===== config.mk =====
export PLATFORM = sky130hd
export DESIGN_NAME = frame_minmax
export DESIGN_NICKNAME = d
export VERILOG_FILES = /design/src/rtl/frame_minmax_pkg.sv /design/src/rtl/adder_n.sv /design/src/rtl/slt.sv /design/src/rtl/frame_minmax.sv
export SDC_FILE = /design/constraint.sdc
export NUM_CORES = 1
export LEC_CHECK = 0
export ABC_AREA = 1
export BUFFER_PORTS_ARGS = -buffer_cell sky130_fd_sc_hd__buf_2
export CAP_MARGIN = 10
export CORE_ASPECT_RATIO = 1.2
export CORE_MARGIN = 2
export CORE_UTILIZATION = 60
export CTS_BUF_LIST = sky130_fd_sc_hd__clkbuf_8
export DETAILED_ROUTE_END_ITERATION = 8
export PLACE_DENSITY_LB_ADDON = 0.1
export SKIP_CTS_REPAIR_TIMING = 1
export SLEW_MARGIN = 30
export SYNTH_ARGS = -nofsm -noshare
export SYNTH_HDL_FRONTEND = slang
export SYNTH_SLANG_ARGS = --single-unit

===== constraint.sdc =====
create_clock -name clk -period 2.84 [get_ports clk]
set_input_delay 0 -clock clk [delete_from_list [all_inputs] [get_ports clk]]
set_output_delay 0 -clock clk [all_outputs]
set_load 0.02 [all_outputs]

===== src/rtl/frame_minmax_pkg.sv =====
// frame_minmax_pkg
// Shared definitions for the frame min/max reducer: FSM state encoding and
// the default sample width and frame length.

package frame_minmax_pkg;

    localparam int N_DEFAULT = 32;
    localparam int L_DEFAULT = 4;

    typedef enum logic [1:0] {
        S_IDLE  = 2'd0,
        S_ACCUM = 2'd1,
        S_DONE  = 2'd2
    } state_t;

endpackage : frame_minmax_pkg


===== src/rtl/adder_n.sv =====
// adder_n
// N-bit ripple adder with carry in and carry out.
// Ports:
//   a, b  : N-bit addends
//   cin   : carry in
//   sum   : N-bit sum
//   cout  : carry out of the top bit

module adder_n #(
    parameter int N = 32
) (
    input  logic [N-1:0] a,
    input  logic [N-1:0] b,
    input  logic         cin,
    output logic [N-1:0] sum,
    output logic         cout
);

    assign {cout, sum} = {1'b0, a} + {1'b0, b} + {{N{1'b0}}, cin};

endmodule : adder_n


===== src/rtl/slt.sv =====
// slt
// Signed less-than comparator: lt = 1 when $signed(a) < $signed(b).
// Built on adder_n computing a + ~b + 1.
// Ports:
//   a, b : N-bit two's-complement operands
//   lt   : strict signed less-than flag

module slt #(
    parameter int N = 32
) (
    input  logic [N-1:0] a,
    input  logic [N-1:0] b,
    output logic         lt
);

    logic [N-1:0] diff;
    logic         carry;
    logic         unused_diff;

    adder_n #(.N(N)) u_sub (
        .a    (a),
        .b    (~b),
        .cin  (1'b1),
        .sum  (diff),
        .cout (carry)
    );

    // The carry out is the unsigned a >= b flag. Folding in both sign bits
    // turns it into the signed order, which is the same as sum_msb ^ overflow
    // but does not need the intermediate carry into the top bit.
    assign lt = a[N-1] ^ ~b[N-1] ^ carry;

    // Only the carry is needed; the difference bits are left unused.
    assign unused_diff = ^diff;

endmodule : slt


===== src/rtl/frame_minmax.sv =====
// frame_minmax
// Streaming signed min/max reducer. Groups a valid/ready stream of signed
// samples into frames of L samples (or shorter, closed by flush) and emits
// one registered result per frame: minimum, maximum and sample count.
// Ports:
//   clk, rst_n            : clock, asynchronous active-low reset
//   in_valid/in_ready     : input handshake
//   in_data               : signed N-bit sample
//   flush                 : close the current frame early
//   out_valid/out_ready   : result handshake
//   out_min, out_max      : signed frame minimum / maximum (registered)
//   out_count             : samples in the frame, 1..L (registered)
//
// state   | meaning
// --------+------------------------------------------------------------
// S_IDLE  | no frame open; next accepted sample starts a frame
// S_ACCUM | frame open, folding samples into the running min/max/count
// S_DONE  | result held on the output port until taken; input stalled

module frame_minmax
    import frame_minmax_pkg::*;
#(
    parameter int N  = N_DEFAULT,
    parameter int L  = L_DEFAULT,
    parameter int CW = $clog2(L + 1)
) (
    input  logic          clk,
    input  logic          rst_n,
    input  logic          in_valid,
    output logic          in_ready,
    input  logic [N-1:0]  in_data,
    input  logic          flush,
    output logic          out_valid,
    input  logic          out_ready,
    output logic [N-1:0]  out_min,
    output logic [N-1:0]  out_max,
    output logic [CW-1:0] out_count
);

    state_t        state, state_nxt;
    logic [N-1:0]  acc_min, acc_max;
    logic [CW-1:0] acc_count;
    logic [N-1:0]  min_nxt, max_nxt;
    logic [CW-1:0] count_nxt;
    logic          load_out;
    logic          accept, take;
    logic          in_lt_min, max_lt_in;

    // Handshake flags are pure state decodes; no path from out_ready to in_ready.
    assign in_ready  = (state != S_DONE);
    assign out_valid = (state == S_DONE);
    assign accept    = in_valid && in_ready;
    assign take      = out_valid && out_ready;

    slt #(.N(N)) u_slt_min (
        .a  (in_data),
        .b  (acc_min),
        .lt (in_lt_min)
    );

    slt #(.N(N)) u_slt_max (
        .a  (acc_max),
        .b  (in_data),
        .lt (max_lt_in)
    );

    always_ff @(posedge clk or negedge rst_n) begin
        if (!rst_n) begin
            state <= S_IDLE;
        end else begin
            state <= state_nxt;
        end
    end

    always_comb begin
        state_nxt = state;
        min_nxt   = acc_min;
        max_nxt   = acc_max;
        count_nxt = acc_count;
        load_out  = 1'b0;
        unique case (state)
            S_IDLE: begin
                if (accept) begin
                    min_nxt   = in_data;
                    max_nxt   = in_data;
                    count_nxt = CW'(1);
                    if (L == 1 || flush) begin
                        state_nxt = S_DONE;
                        load_out  = 1'b1;
                    end else begin
                        state_nxt = S_ACCUM;
                    end
                end
            end
            S_ACCUM: begin
                if (accept) begin
                    // Strict compares: ties keep the stored value.
                    if (in_lt_min) min_nxt = in_data;
                    if (max_lt_in) max_nxt = in_data;
                    count_nxt = acc_count + 1'b1;
                end
                if (flush || (accept && count_nxt == CW'(L))) begin
                    state_nxt = S_DONE;
                    load_out  = 1'b1;
                end
            end
            S_DONE: begin
                if (take) begin
                    state_nxt = S_IDLE;
                    count_nxt = '0;
                end
            end
            default: begin
                state_nxt = S_IDLE;
                count_nxt = '0;
            end
        endcase
    end

    // Running accumulators plus a separate result register, so the port
    // values only move on entry to S_DONE.
    always_ff @(posedge clk or negedge rst_n) begin
        if (!rst_n) begin
            acc_min   <= '0;
            acc_max   <= '0;
            acc_count <= '0;
            out_min   <= '0;
            out_max   <= '0;
            out_count <= '0;
        end else begin
            acc_min   <= min_nxt;
            acc_max   <= max_nxt;
            acc_count <= count_nxt;
            if (load_out) begin
                out_min   <= min_nxt;
                out_max   <= max_nxt;
                out_count <= count_nxt;
            end
        end
    end

endmodule : frame_minmax


Word-level counts from Yosys, hierarchy flattened
Cells that the tools add are included.

operators by class
  $add $sub $neg = 5
  eq/ne operators = 7
  muxes and demuxes = 22
  bitwise operators = 8
  reductions and logical operators = 6

operators by type and width
  kind                                                                   number
  32-bit two-way mux                                                     6
  32-bit case mux with 2 select lines                                    2
  32-bit by 32-bit adder with 33-bit output                              2
  33-bit by 1-bit adder with 33-bit output, second input constant        2
  32-bit NOT                                                             2
  3-bit two-way mux                                                      4
  3-bit case mux with 3 select lines                                     1
  2-bit two-way mux                                                      4
  2-bit != test, second input constant                                   3
  2-bit case mux with 3 select lines                                     1
  1-bit XOR                                                              4
  3-bit by 1-bit adder with 3-bit output, second input constant          1
  3-bit equality test, second input constant                             1
  1-bit logical AND                                                      3
  1-bit two-way mux                                                      3
  3-bit AND reduction                                                    1
  2-bit by 1-bit equality test with 1-bit output, second input constant  1
  2-bit equality test, second input constant                             1
  2-bit zero test                                                        1
  2-bit by 1-bit != test with 1-bit output, second input constant        1
  1-bit NOT                                                              2
  1-bit case mux with 2 select lines                                     1
  1-bit logical OR                                                       1

storage, ports and cells
  register bits after elaboration = 136
  output and inout bits = 69

Logic depth before layout (Yosys ltp)
  depth after elaboration = 9
  mapped depth = 20
  gate-level depth less buffers = 19

By module
Synthesis repeated with hierarchy kept, for this count alone.

second synthesis, totals
  cells, all modules = 1988
  area total of the unflattened synthesis = 11999.0 sq um

modules (own cells, without submodules)
  module        instances  cells an instance  area each (sq um)  seq. area each (sq um)
  frame_minmax  1          896                6901.6             3403.3
  adder_n       2          505                2393.5             0.0
  slt           2          41                 155.1              0.0

Least setup slack after synthesis
OpenSTA, ideal clock, no wires.

  path kind = reg2reg
  start = register state[0]
  end = register out_max[10]
  setup time = 0.135 ns
  arrival = 2.048 ns
  setup slack = 0.658 ns
  cell stages (with the launch flop) = 14
  buffers on the path = 1
  period minus slack after synthesis = 2.182 ns
  cell sequence = dfrtp_1 -> nor2_2 -> inv_2 -> nand2_4 -> ha_1 -> nor2_1 -> a21oi_1 -> nand2_1 -> o211ai_1 -> inv_2 -> nand2_2 -> inv_2 -> clkbuf_1 -> a31oi_1

between the ends
  cells in the longest elaborated chain, start to end = 9

RTL lines
  what                                RTL line             RTL
  start, declared                     frame_minmax.sv:40   state_t state, state_nxt;
  start signal, assigned              frame_minmax.sv:71   state <= state_nxt;
  2-bit != test (*)                   frame_minmax.sv:50   assign in_ready = (state != S_DONE);
  net in_ready                        frame_minmax.sv:30   output logic in_ready,
  1-bit logical AND (*)               frame_minmax.sv:52   assign accept = in_valid && in_ready;
  3-bit two-way mux                   frame_minmax.sv:96   if (accept) begin
  3-bit two-way mux                   frame_minmax.sv:81   unique case (state)
  3-bit equality test                 frame_minmax.sv:102  if (flush || (accept && count_nxt == CW'(L))) begin
  1-bit logical AND                   frame_minmax.sv:102
  1-bit logical OR                    frame_minmax.sv:102
  1-bit two-way mux                   frame_minmax.sv:102
  1-bit case mux with 2 select lines  frame_minmax.sv:81
  end signal, assigned                frame_minmax.sv:136  out_max <= max_nxt;
  end, declared                       frame_minmax.sv:36   output logic [N-1:0] out_max,

Mark *: on every way through the listed nets, which the timed path passes. The rest lies on a longest branch. The select of a mux whose other input is x is not followed.
A chain may end at the register's enable or synchronous reset.

Worst setup path after layout
  start = register acc_min[31]
  end = register out_min[21]

between the ends
  cells in the longest elaborated chain, start to end = 7

RTL lines
  what                                       RTL line             RTL
  start, declared                            frame_minmax.sv:41   logic [N-1:0] acc_min, acc_max;
  start signal, assigned                     frame_minmax.sv:131  acc_min <= min_nxt;
  32-bit NOT                                 slt.sv:22            .b (~b),
  32-bit by 32-bit adder with 33-bit output  adder_n.sv:19        assign {cout, sum} = {1'b0, a} + {1'b0, b} + {{N{1'b0}}, cin};
  33-bit by 1-bit adder with 33-bit output   adder_n.sv:19
  1-bit XOR (*)                              slt.sv:31            assign lt = a[N-1] ^ ~b[N-1] ^ carry;
  32-bit two-way mux (*)                     frame_minmax.sv:98   if (in_lt_min) min_nxt = in_data;
  32-bit two-way mux (*)                     frame_minmax.sv:96
  32-bit case mux with 2 select lines (*)    frame_minmax.sv:81
  net min_nxt[21]                            frame_minmax.sv:43   logic [N-1:0] min_nxt, max_nxt;
  end signal, assigned                       frame_minmax.sv:135  out_min <= min_nxt;
  end, declared                              frame_minmax.sv:35   output logic [N-1:0] out_min,

Mark *: on every way through the listed nets, which the timed path passes. The rest lies on a longest branch.

==> impl_metrics.sql <==
INSERT INTO impl_metrics (metric_group, metric, value, unit) VALUES
('power', 'share_clk_of_total_power', '0.119', ''),
('detailed_routing', 'route.final.wire_length', '23.9', 'mm'),
('power', 'p_leak', '5.22', 'nW'),
('synthesis', 'synth.ff_latch_count', '136', ''),
('die', 'floorplan.initialDensity', '0.614', ''),
('critical_path', 'worst_r2r_startpoint', 'acc_min[31]', ''),
('timing', 'setup_total_negative_slack', '0', 'ns'),
('die', 'ioPinCount', '106', ''),
('synthesis', 'synth.most_common_cell', 'sky130_fd_sc_hd__nand2_1', ''),
('detailed_routing', 'final_antenna_net_count', '0', ''),
('clocking', 'cts_buffers', '17', ''),
('power', 'internal_power', '6.29', 'mW'),
('run', 'max_cap_viol_count', '0', ''),
('timing', 'setup_viol', '0', ''),
('synthesis', 'synth-async-reset-ratio', '1.00', ''),
('critical_path', 'start_kind', 'flop', ''),
('critical_path', 'r2r_slack', '0.24', 'ns'),
('die', 'design.core.area', '13800', 'um2'),
('timing', 'finalHoldViolations', '4', ''),
('timing', 'final_min_period_over_clock_period', '0.915', ''),
('place', 'dp_hpwl', '15.6', 'mm'),
('synthesis', 'synth_top_area_frac', '0.403', ''),
('power', 'power.share.switching', '0.506', ''),
('final_layout', 'area_growth_syn_to_layout', '14.2', '%'),
('synthesis', 'yosys_most_used_dff', 'sky130_fd_sc_hd__dfrtp_1', ''),
('die', 'die_x', '112', 'um'),
('critical_path', 'cp.arrival', '2.95', 'ns'),
('power', 'share_seq_of_total_power', '0.270', ''),
('detailed_routing', 'drt-pass1-iter-count', '6', ''),
('power', 'total_switching_power', '6.44', 'mW'),
('clocking', 'h-tree-depth', '4', ''),
('timing', 'max_slew_margin', '0.354', ''),
('power', 'vdd_drop_max', '0.000877', 'V'),
('global_routing', 'global_route_wire_length_before_repair', '38.4', 'mm'),
('global_routing', 'grt_util_all_layers', '0.316', ''),
('die', 'placement_rows', '47', ''),
('timing', 'period_minus_slack', '2.60', 'ns'),
('critical_path', 'cp-startpoint', 'acc_min[31]', ''),
('synthesis', 'synthesized_netlist_net_count', '1257', ''),
('synthesis', 'synth_enable_flop_cells', '0', ''),
('clocking', 'clk_transition_reported_paths', '0.07', 'ns'),
('outcome', 'failed_checks', 'hold timing', ''),
('global_routing', 'global_route.overflow_total', '0', ''),
('hold_path', 'whs_endpoint', 'acc_min[4]', ''),
('hold_path', 'hold_path.startpoint', 'in_data[4]', ''),
('timing', 'worst-slew-pin-transition', '0.969', 'ns'),
('final_layout', 'layout_cell_share_with_drive_strength_beyond_1', '0.142', ''),
('global_routing', 'initial_antenna_violation_count', '0', ''),
('final_layout', 'antenna-diode-count', '0', ''),
('clocking', 'cts.sinks', '136', ''),
('clocking', 'cts_root_buf', 'sky130_fd_sc_hd__clkbuf_8', ''),
('detailed_routing', 'via_count', '8323', ''),
('clocking', 'clk-insertion-delay-late', '0.46', 'ns'),
('synthesis', 'synth.cell_area', '8450', 'um2'),
('place', 'port_buffers', '105', ''),
('power', 'power.density_cell_area', '1320', 'nW/um2'),
('timing', 'skew', '0.00930', 'ns'),
('die', 'die_outline_area', '15100', 'um2'),
('outcome', 'outcome', 'complete, but fails checks', ''),
('final_layout', 'finish.net_count', '1352', ''),
('timing', 'fmaxAchievable', '385', 'MHz'),
('detailed_routing', 'drcViolationCount', '0', ''),
('critical_path', 'rr_endpoint', 'out_min[21]', ''),
('critical_path', 'required', '3.19', 'ns'),
('power', 'power.combinational.fraction', '0.611', ''),
('timing', 'hold-worst-slack', '-0.00514', 'ns'),
('synthesis', 'synth_seq_area_share', '0.403', ''),
('synthesis', 'yosysWarningCount', '0', ''),
('detailed_routing', 'post_drt_wl_per_cell', '16.6', 'um'),
('hold_path', 'min-delay-path-class', 'input pin to flop', ''),
('critical_path', 'cp_class', 'flop to flop', '');
## metal layers
| layer | vias to the layer above | track usage | part of all wire |
|---|---|---|---|
| met5 | - | 0 | 0 |
| met4 | 0 | 0.121 | 0.028 |
| met3 | 58 | 0.0583 | 0.066 |
| met2 | 343 | 0.535 | 0.49 |
| met1 | 3906 | 0.404 | 0.42 |
| li1 | 4016 | - | - |
## cells by family (layout without fill, tap and decap cells)
family	after synthesis	in the layout	synth area share
AOI/OAI and AO/OA	183	183	0.115
and+or+nand+nor	587	588	0.297
adders and majority gates	64	64	0.0947
xor gates and xnor gates	1	1	0.00104
buffers and inverters	185	292	0.0899
DFF	136	136	0.403
## power by group through the flow
stage	logic, mW	registers, mW	clock network [mW]
floorplan	4.86	3.91	0
global placement	7.33	3.45	0
detailed placement	7.53	3.45	0
CTS	7.57	3.43	1.53
global route	8.70	3.52	1.59
finish	7.78	3.44	1.51
## state kept, by name, indices dropped and copies added (netlist names)
| register | count |
|---|---|
| acc_max | 32 |
| acc_min | 32 |
| out_max | 32 |
| out_min | 32 |
| acc_count | 3 |
| out_count | 3 |
| state | 2 |
## layout by cell type, fill, tap and decap left out, types with 2 or more instances in the layout
cell	n
sky130_fd_sc_hd__nand2_1	297
sky130_fd_sc_hd__nor2_1	140
sky130_fd_sc_hd__dfrtp_1	136
sky130_fd_sc_hd__a21oi_1	131
sky130_fd_sc_hd__inv_1	118
sky130_fd_sc_hd__buf_2	104
sky130_fd_sc_hd__nand3_1	72
sky130_fd_sc_hd__ha_1	64
sky130_fd_sc_hd__nand4_1	63
sky130_fd_sc_hd__a31oi_1	30
sky130_fd_sc_hd__clkbuf_8	21
sky130_fd_sc_hd__buf_4	21
sky130_fd_sc_hd__o21ai_0	13
sky130_fd_sc_hd__clkinv_2	7
sky130_fd_sc_hd__buf_12	7
sky130_fd_sc_hd__dlygate4sd3_1	5
sky130_fd_sc_hd__inv_2	4
sky130_fd_sc_hd__nor3_1	3
sky130_fd_sc_hd__o22ai_1	3
sky130_fd_sc_hd__nand2_2	3
sky130_fd_sc_hd__o211ai_1	2
sky130_fd_sc_hd__nand3_4	2
sky130_fd_sc_hd__buf_6	2
## critical path, cell delays in order, from the launching register on
cell	delay, ns
sky130_fd_sc_hd__dfrtp_1	0.39
sky130_fd_sc_hd__inv_1	0.06
sky130_fd_sc_hd__ha_1	0.35
sky130_fd_sc_hd__nand2_1	0.12
sky130_fd_sc_hd__nor4_2	0.36
sky130_fd_sc_hd__and3_1	0.22
sky130_fd_sc_hd__nand2_1	0.09
sky130_fd_sc_hd__nand2_2	0.10
sky130_fd_sc_hd__nand2_2	0.13
sky130_fd_sc_hd__nand3_4	0.30
sky130_fd_sc_hd__nand2_1	0.08
sky130_fd_sc_hd__nand3_1	0.07
sky130_fd_sc_hd__nand2_1	0.10
sky130_fd_sc_hd__nand2_1	0.07
sky130_fd_sc_hd__nand2_1	0.05
## how the worst max path moves through the flow
| stage | slack [ns] | to |
|---|---|---|
| global placement | 0.26 | out_min[21] |
| CTS | 0.17 | out_min[13] |
| detailed placement | 0.21 | out_min[13] |
| global route | 0.03 | out_min[13] |
| finish | 0.24 | out_min[21] |
| floorplan | 0.66 | out_max[10] |
## per-stage QoR
step / setup WS, ns / cells / power [mW] / util / instance area (um2)
finish: 0.241 / 1435 / 12.7 / 0.701 / 9650
global route: 0.0305 / 1435 / 13.8 / 0.701 / 9650
CTS: 0.174 / 1426 / 12.5 / 0.692 / 9530
detailed placement: 0.207 / 1394 / 11.0 / 0.666 / 9160
global placement: 0.257 / 1394 / 10.8 / 0.666 / 9160
floorplan: 0.658 / 1156 / 8.77 / - / 8450
## cell type report
class                   instances  area, um2
clock inverters                11       80.1
fillers                      1156       4110
well taps                     171        214
inverters                     121        457
repair buffers                139        891
flip-flops and latches        136       3400
clock buffers                  21        289
multi-input cells             836       4310
Power figures use the tool's default switching activity.
